$ cat config.mk
export PLATFORM = sky130hd
export DESIGN_NAME = branch_resolve_unit
export DESIGN_NICKNAME = d
export VERILOG_FILES = /design/src/rtl/branch_pkg.sv /design/src/rtl/branch_cond_eval.sv /design/src/rtl/branch_resolve_unit.sv
export SDC_FILE = /design/constraint.sdc
export NUM_CORES = 1
export LEC_CHECK = 0
export ABC_AREA = 1
export CAP_MARGIN = 20
export CORE_UTILIZATION = 40
export DETAILED_ROUTE_END_ITERATION = 8
export MAX_ROUTING_LAYER = met4
export PLACE_DENSITY = 0.82
export SYNTH_ARGS = -nofsm -noshare
export SYNTH_HDL_FRONTEND = slang
export SYNTH_SLANG_ARGS = --single-unit
$ cat constraint.sdc
create_clock -name clk -period 3.6 [get_ports clk]
set_input_delay 0.36 -clock clk [delete_from_list [all_inputs] [get_ports clk]]
set_output_delay 0.36 -clock clk [all_outputs]
set_load 0.005 [all_outputs]
$ cat src/rtl/branch_pkg.sv
// Shared opcode, register and FSM definitions for the ID-stage branch resolver.
package branch_pkg;

  localparam logic [2:0] BR_BEQ  = 3'b000;
  localparam logic [2:0] BR_BNE  = 3'b001;
  localparam logic [2:0] BR_BLTZ = 3'b010;
  localparam logic [2:0] BR_BGEZ = 3'b011;
  localparam logic [2:0] BR_BGTZ = 3'b100;
  localparam logic [2:0] BR_BLEZ = 3'b101;

  localparam logic [4:0] REG_ZERO = 5'd0;

  typedef enum logic {
    StIdle,
    StWait
  } br_state_e;

endpackage

$ cat src/rtl/branch_cond_eval.sv
// Combinational branch condition evaluator on signed, already-forwarded operands.
module branch_cond_eval
  import branch_pkg::*;
#(
  parameter int unsigned DATA_W = 32
) (
  input  logic [2:0]        op,
  input  logic [DATA_W-1:0] a,
  input  logic [DATA_W-1:0] b,
  output logic              taken
);

  logic a_neg;
  logic a_zero;

  assign a_neg  = a[DATA_W-1];
  assign a_zero = (a == '0);

  // Decode the branch condition; reserved encodings never take.
  always_comb begin
    taken = 1'b0;
    case (op)
      BR_BEQ:  taken = (a == b);
      BR_BNE:  taken = (a != b);
      BR_BLTZ: taken = a_neg;
      BR_BGEZ: taken = !a_neg;
      BR_BGTZ: taken = !a_neg && !a_zero;
      BR_BLEZ: taken = a_neg || a_zero;
      default: taken = 1'b0;
    endcase
  end

endmodule

$ cat src/rtl/branch_resolve_unit.sv
// ID-stage branch resolver: hazard stall FSM, MEM/WB forwarding, registered redirect
// and saturating performance counters.
module branch_resolve_unit
  import branch_pkg::*;
#(
  parameter int unsigned DATA_W = 32,
  parameter int unsigned ADDR_W = 32,
  parameter int unsigned CNT_W  = 16
) (
  input  logic              clk,
  input  logic              rst_n,
  input  logic              br_valid_id,
  input  logic [2:0]        br_op_id,
  input  logic              flush_id,
  input  logic [4:0]        rs_addr_id,
  input  logic [4:0]        rt_addr_id,
  input  logic [DATA_W-1:0] rs_data_id,
  input  logic [DATA_W-1:0] rt_data_id,
  input  logic [ADDR_W-1:0] pc_plus4_id,
  input  logic [15:0]       imm_id,
  input  logic              ex_wr_en,
  input  logic              ex_is_load,
  input  logic [4:0]        ex_wr_addr,
  input  logic              mem_wr_en,
  input  logic              mem_is_load,
  input  logic [4:0]        mem_wr_addr,
  input  logic [DATA_W-1:0] mem_alu_result,
  input  logic              wb_wr_en,
  input  logic [4:0]        wb_wr_addr,
  input  logic [DATA_W-1:0] wb_data,
  output logic              stall_id,
  output logic              redirect_valid,
  output logic [ADDR_W-1:0] redirect_pc,
  output logic              flush_if,
  output logic [CNT_W-1:0]  br_count,
  output logic [CNT_W-1:0]  taken_count,
  output logic [CNT_W-1:0]  stall_count
);

  localparam logic [CNT_W-1:0] CntMax = {CNT_W{1'b1}};

  br_state_e         state_q, state_d;
  logic [1:0]        cnt_q, cnt_d;
  logic [1:0]        k_rs, k_rt, k;
  logic              uses_rt;
  logic              resolve;
  logic              taken;
  logic [DATA_W-1:0] op_a, op_b;
  logic [ADDR_W-1:0] offset, target;
  logic              redirect_valid_q;
  logic [ADDR_W-1:0] redirect_pc_q;
  logic [CNT_W-1:0]  br_count_q, taken_count_q, stall_count_q;

  // Stall cycles still needed before a source value becomes forwardable.
  function automatic logic [1:0] hazard_need(input logic [4:0] addr);
    logic [1:0] need;
    need = 2'd0;
    if (addr != REG_ZERO) begin
      if (ex_wr_en && (addr == ex_wr_addr)) begin
        need = ex_is_load ? 2'd2 : 2'd1;
      end else if (mem_wr_en && mem_is_load && (addr == mem_wr_addr)) begin
        need = 2'd1;
      end
    end
    return need;
  endfunction

  // Forwarded operand: MEM ALU result, then WB data, then register file.
  function automatic logic [DATA_W-1:0] fwd_value(input logic [4:0]        addr,
                                                  input logic [DATA_W-1:0] rf_data);
    logic [DATA_W-1:0] val;
    if (addr == REG_ZERO) begin
      val = '0;
    end else if (mem_wr_en && !mem_is_load && (addr == mem_wr_addr)) begin
      val = mem_alu_result;
    end else if (wb_wr_en && (addr == wb_wr_addr)) begin
      val = wb_data;
    end else begin
      val = rf_data;
    end
    return val;
  endfunction

  // Worst-case hazard over the sources this op actually reads.
  always_comb begin
    uses_rt = (br_op_id == BR_BEQ) || (br_op_id == BR_BNE);
    k_rs    = hazard_need(rs_addr_id);
    k_rt    = uses_rt ? hazard_need(rt_addr_id) : 2'd0;
    k       = (k_rs > k_rt) ? k_rs : k_rt;
    op_a    = fwd_value(rs_addr_id, rs_data_id);
    op_b    = fwd_value(rt_addr_id, rt_data_id);
    offset  = {{(ADDR_W-16){imm_id[15]}}, imm_id} << 2;
    target  = pc_plus4_id + offset;
  end

  branch_cond_eval #(
    .DATA_W (DATA_W)
  ) u_cond (
    .op    (br_op_id),
    .a     (op_a),
    .b     (op_b),
    .taken (taken)
  );

  // FSM state and wait counter.
  always_ff @(posedge clk or negedge rst_n) begin
    if (!rst_n) begin
      state_q <= StIdle;
      cnt_q   <= 2'd0;
    end else begin
      state_q <= state_d;
      cnt_q   <= cnt_d;
    end
  end

  // Next state: flush or a vanished branch aborts any pending wait.
  always_comb begin
    state_d = state_q;
    cnt_d   = cnt_q;
    if (flush_id) begin
      state_d = StIdle;
      cnt_d   = 2'd0;
    end else begin
      case (state_q)
        StIdle: begin
          if (br_valid_id && (k != 2'd0)) begin
            state_d = StWait;
            cnt_d   = k - 2'd1;
          end
        end
        StWait: begin
          if (!br_valid_id || (cnt_q == 2'd0)) begin
            state_d = StIdle;
            cnt_d   = 2'd0;
          end else begin
            cnt_d = cnt_q - 2'd1;
          end
        end
        default: begin
          state_d = StIdle;
          cnt_d   = 2'd0;
        end
      endcase
    end
  end

  // Outputs of the FSM: stall request and resolve strobe.
  always_comb begin
    stall_id = 1'b0;
    resolve  = 1'b0;
    if (!flush_id && br_valid_id) begin
      case (state_q)
        StIdle: begin
          stall_id = (k != 2'd0);
          resolve  = (k == 2'd0);
        end
        StWait: begin
          stall_id = (cnt_q != 2'd0);
          resolve  = (cnt_q == 2'd0);
        end
        default: ;
      endcase
    end
  end

  // Registered redirect and saturating performance counters.
  always_ff @(posedge clk or negedge rst_n) begin
    if (!rst_n) begin
      redirect_valid_q <= 1'b0;
      redirect_pc_q    <= '0;
      br_count_q       <= '0;
      taken_count_q    <= '0;
      stall_count_q    <= '0;
    end else begin
      redirect_valid_q <= resolve && taken;
      redirect_pc_q    <= (resolve && taken) ? target : '0;
      if (resolve && (br_count_q != CntMax)) br_count_q <= br_count_q + 1'b1;
      if (resolve && taken && (taken_count_q != CntMax)) begin
        taken_count_q <= taken_count_q + 1'b1;
      end
      if (stall_id && (stall_count_q != CntMax)) stall_count_q <= stall_count_q + 1'b1;
    end
  end

  assign redirect_valid = redirect_valid_q;
  assign flush_if       = redirect_valid_q;
  assign redirect_pc    = redirect_pc_q;
  assign br_count       = br_count_q;
  assign taken_count    = taken_count_q;
  assign stall_count    = stall_count_q;

endmodule

==> results.toml <==
[drt]
drt-vias-per-instance = 5.275
vias = 11150
top_layer_used = "met4"
postRouteAntennaNets = 0
wire_per_inst_um = 15.14
met2_length_mm = 15.45
first_iter_violations = 714
drc = 0
drt-total-wl_mm = 32.01
firstDrtPassIters = 7
met3_length_mm = 2.045
wirelength_met1_mm = 13.06

[worst_setup_path]
cp_max_fo = 3
crit_buf_inv = 3
worstSetupStartpointType = "primary input"
critPathRequiredTime_ns = 3.87
max_stage_delay_ns = 0.29
worstPathArrival_ns = 3.78
crit_path_end_kind = "flip-flop"
critPathSlowestCell = "ha_1"
path_delay_family = "simple AND/OR/NAND/NOR gates"
crit_type = "primary input to flip-flop"

[pwr]
p_leak_nw = 6.876
total_power_mw = 3.345
vdd_drop_max_uv = 224.5
cellPowerDensity_mw_per_mm2 = 251.6

[status]
violations = "negative hold slack"
status = "finished with violations"

[die]
fp.dieH_um = 151.1
start_util = 0.4076
dieWidth_um = 151.1
dieArea_mm2 = 0.02284
core_region_area_mm2 = 0.02182
rows = 54
num_io_pins = 296

[layout]
final_cell_area_mm2 = 0.01330
fin_nets = 2078
area_delta_synth_final_pct = 49.48
drive_gt1_frac = 0.1086
layout_commonest_cell = "nand2_1"
fillers = 1861
layout_common_cells = "nand2_1 (458), clkdlybuf4s50_1 (272), nand3_1 (190), nor2_1 (172), inv_1 (167)"

[global_routing]
antenna_found_initial = 2
grt_overflow_total = 0
grt_first_pass_wirelength_mm = 48.51
grt_max_degree = 85
grt_usage = 0.2732
grt_pass1_vias = 10410

[placement]
routabilityCongestion = 0.9425
io_buffers = 295
dp_hpwl_mm = 23.61
detailed_place.area_mm2 = 0.01266
pre_cts_ws_ns = -0.7975

[synth]
synthesis.area_mm2 = 0.008896
synth_cell_types = 45
synthCells = 1482
synth_sequential_area_ratio = 0.2363
postSynthNetCount = 1733
postSynth.asyncResetShare = 1.000
synth_warnings = 0
synth_seq_cells = 84
synth_enable_flop_cells = 0
synth_top_area_frac = 0.2363
yosys_most_used_dff = "dfrtp_1"
avgSynthCellArea_um2 = 6.003
ys_top_cells_by_area = "dfrtp_1 (24%), nand2_1 (20%), nand3_1 (11%)"
synth_top_cell_by_area = "dfrtp_1"

[sta]
fin_crit_sh = 0.9762
fin_crit_ns = 3.514
drv_slew = 0
fmax_ghz = 0.2846
hold_viol = 35
slew-limit-headroom = 0.5708
skew_ns = 0.01177
setup_ws_ns = 0.08575
hold_ws_ns = -0.03127
worst_pin_slew_ns = 0.6371
final-setup-viol-count = 0
setup-tns-final_ns = 0

[clocking]
cts_buffer_depth = 2
cts_htree_levels = 3
numClockSinks = 84
cts_root_buffer = "clkbuf_16"
tritoncts = "yes"
cts_made_buffers = 9
insertion_delay_ns = 0.35
clk_pin_slew_ns = 0.07

[hold_path]
hold_class = "primary input to async pin"

[run]
maxCapViolations = 0
timing repair:
item	in CTS	in global routing
resized for setup	37	78
gates cloned	0	0
hold buffers	0	0
buffers inserted	11	6
pin swaps	18	29
endpoints found under the setup margin	22	25
cells by family after synthesis:
group,after synthesis,share of synthesized area
AOI/OAI and AO/OA,127,0.07975
xor gates and xnor gates,77,0.07581
adders and majority gates,38,0.05429
buffers and inverters,232,0.1062
DFF,84,0.2363
muxes,2,0.002531
and+or+nand+nor,922,0.4451
routing by layer:
layer / vias to the layer above / GRT usage
met3: 118 / 0.03735
met5: - / -
li1: 5441 / -
met4: 0 / 0.1185
met1: 5090 / 0.3286
met2: 502 / 0.4555
Yosys cell counts, types with 13 or more instances:
cell	count
nand4_1	25
ha_1	37
nand2_1	464
buf_2	26
dfrtp_1	84
nand3_1	199
nor3_1	23
a21oi_1	38
xnor2_1	35
nor2_1	180
clkbuf_1	13
xor2_1	42
o21ai_0	53
inv_1	173
registers in the layout (all words and copies together) (netlist names):
signal,cells
redirect_pc,32
br_count,16
stall_count,16
taken_count,16
cnt_q,2
flush_if,1
state_q,1
power by group:
part | switching [mW] | internal [mW]
combinational | 0.656 | 0.674
clock | 0.409 | 0.477
sequential | 0.109 | 1.02
final cells by class:
cell class / count / area [µm²] / share of cell area
inverters: 181 / 689.4 / 0.05184
flip-flops and latches: 84 / 2102 / 0.1581
clock inverters: 7 / 57.56 / 0.004328
repair buffers: 385 / 3752 / 0.2822
well taps: 280 / 350.3 / 0.02635
multi-input cells: 1166 / 6116 / 0.4599
diodes: 2 / 5.005 / 0.0003764
clock buffers: 9 / 225.2 / 0.01694
through the flow:
stage / util / std cells
floorplan: - / 1482
global route: 0.6093 / 2114
global placement: 0.5802 / 2079
detailed placement: 0.5802 / 2079
CTS: 0.5996 / 2105
finish: 0.6093 / 2114
path summary, 6_finish.rpt:
path                                 start         endpoint  slack [ns]  cells past startpoint
max                          rt_addr_id[3]     br_count[15]        0.09                     26
min                                  rst_n   taken_count[6]       -0.03                      1
max reg2reg                 taken_count[0]  taken_count[11]        0.88                      8
min reg2reg                stall_count[15]  stall_count[15]        0.51                      1
max in group asynchronous            rst_n  redirect_pc[22]        3.03                      2
min in group clk           stall_count[15]  stall_count[15]        0.51                      1
No activity file was read; power rests on OpenSTA's default activity.
==> variant, RTL diff (same settings) <==
`ADDR_W`: 32 -> 64.
--- a/src/rtl/branch_resolve_unit.sv
+++ b/src/rtl/branch_resolve_unit.sv
@@ -4,7 +4,7 @@
   import branch_pkg::*;
 #(
   parameter int unsigned DATA_W = 32,
-  parameter int unsigned ADDR_W = 32,
+  parameter int unsigned ADDR_W = 64,
   parameter int unsigned CNT_W  = 16
 ) (
   input  logic              clk,
Ports: changed (resized pc_plus4_id and redirect_pc); port bits go from 296 to 360. No check against the original RTL was run, so the function may have changed too.
==> variant against the unedited design <==
The flow finishes with violations (setup timing). Critical endpoint is now stall_count[15]. Setup slack got worse by 0.12 ns. Largest cell class unchanged. Routed wire length increased by 46%. Synthesized cell count increased by 30%. Global-route usage increased by 3.6 points. Combinational power increased by 53%. Final area increased by 32%. Non-clock buffer count increased by 93. Critical path type unchanged. Area after synthesis increased by 34%. Sequential power increased by 36%. Count of clock-buffer cells in the layout increased by 8. Sequential cell count increased by 32. First-iteration DRC count increased by 67%. Power increased by 61%.
==> variant: results (changes against the unedited design) <==
| Metric | Value |
|---|---|
| Status | `finished with violations` |
| Violated checks | `setup timing` |
| Post-Synth Adder-Cell Area | `7.42% (+2.0 points)` |
| DP HPWL | `37.0 mm (+57%)` |
| Met3 Wirelength | `3.44 mm (+68%)` |
| Clk_lat worst skew | `0.42 ns (+0.07 ns)` |
| P_seq | `1.54 mW (+36%)` |
| Top cells by count, synth | `541 x nand2_1, 269 x nor2_1, 220 x inv_1` |
| Syn Area/Cell | `6.18 um^2 (+2.9%)` |
| Least-Margin Pin Slew | `0.576 ns (-0.0614 ns)` |
| CTS H-tree lvls | `4 (+1)` |
| Multiplexer share of the synthesized area | `0.0946% (-0.16 points)` |
| Wl on met1 | `19.4 mm (+49%)` |
| Power Total | `5.39 mW (+61%)` |
| Iter 0 DRT Violations | `1,193 (+67%)` |
| Largest net degree at the start of global routing | `73 (-14%)` |
| Layout Skew | `0.0133 ns (+0.00155 ns)` |
| Synth unique cells | `46 (+2.2%)` |
| Gpl congestion | `1.01 (+7.7%)` |
| Total CTS buffers | `17 (+8)` |
| Critical path destination | `stall_count[15]` |
| Antenna violations before repair | `1 (-1)` |
| GRT Util Overall | `31.0% (+3.6 points)` |
| Fin cells | `2,770 (+31%)` |
| R2R cell count | `11 (+3)` |
| Via/cell ratio | `5.32 (+0.89%)` |
| Fin worst setup slack | `-0.0310 ns (-0.117 ns)` |
| # setup viols final | `1 (+1)` |
| Hold/Removal Path Class | `in2reg` |
| R2R Path End | `taken_count[3]` |
| FF-to-FF setup slack | `0.90 ns (+0.02 ns)` |
| Met2 wire length | `21.7 mm (+41%)` |
| Max reg flops | `64 (+100%)` |
| Yosys reg bits | `116 (+38%)` |
| Sequential cell area | `2900 um^2 (+38%)` |
| NumNets Final | `2,687 (+29%)` |
| Share of cells above drive strength 1 | `10.8% (-0.045 points)` |
| Worst hold slack | `0.452 ns (+0.484 ns)` |
| Leak pwr | `8.88 nW (+29%)` |
| Worst setup path startpoint | `mem_wr_addr[4]` |
[variant: cell types whose count changed after synthesis, sizes merged, moves of 32 or more]
cell	delta
a21oi	+67
inv	+49
ha	+32
dfrtp	+32
nand2	+74
nor2	+98
[variant: timing repair]
action / in CTS / in global routing
hold buffers: 1 / 0
endpoints found under the setup margin: 18 / 21
pin swaps: 20 / 31
buffers inserted: 13 / 10
hold endpoints to repair: 44 / 0
gates resized for setup: 35 / 85
[variant: cell type report]
type                       instances  area share, %
clock buffer                      17           2.42
multi-input combinational       1528           46.3
clock inverter                    15           1.08
inverter                         231           4.94
timing repair buffer             478           26.0
tap                              384           2.74
antenna                            1         0.0142
sequential                       116           16.5
[variant: worst register-to-register path: stages (launching register included)]
cell     delay [ns]
dfrtp_1        0.48
ha_1           0.23
nand3_1        0.14
nor3_1         0.39
nand2_1        0.16
nor2_1         0.19
nand4_1        0.35
buf_4          0.32
nand3_2        0.09
buf_4          0.17
nand2_1        0.06
nand2_1        0.06
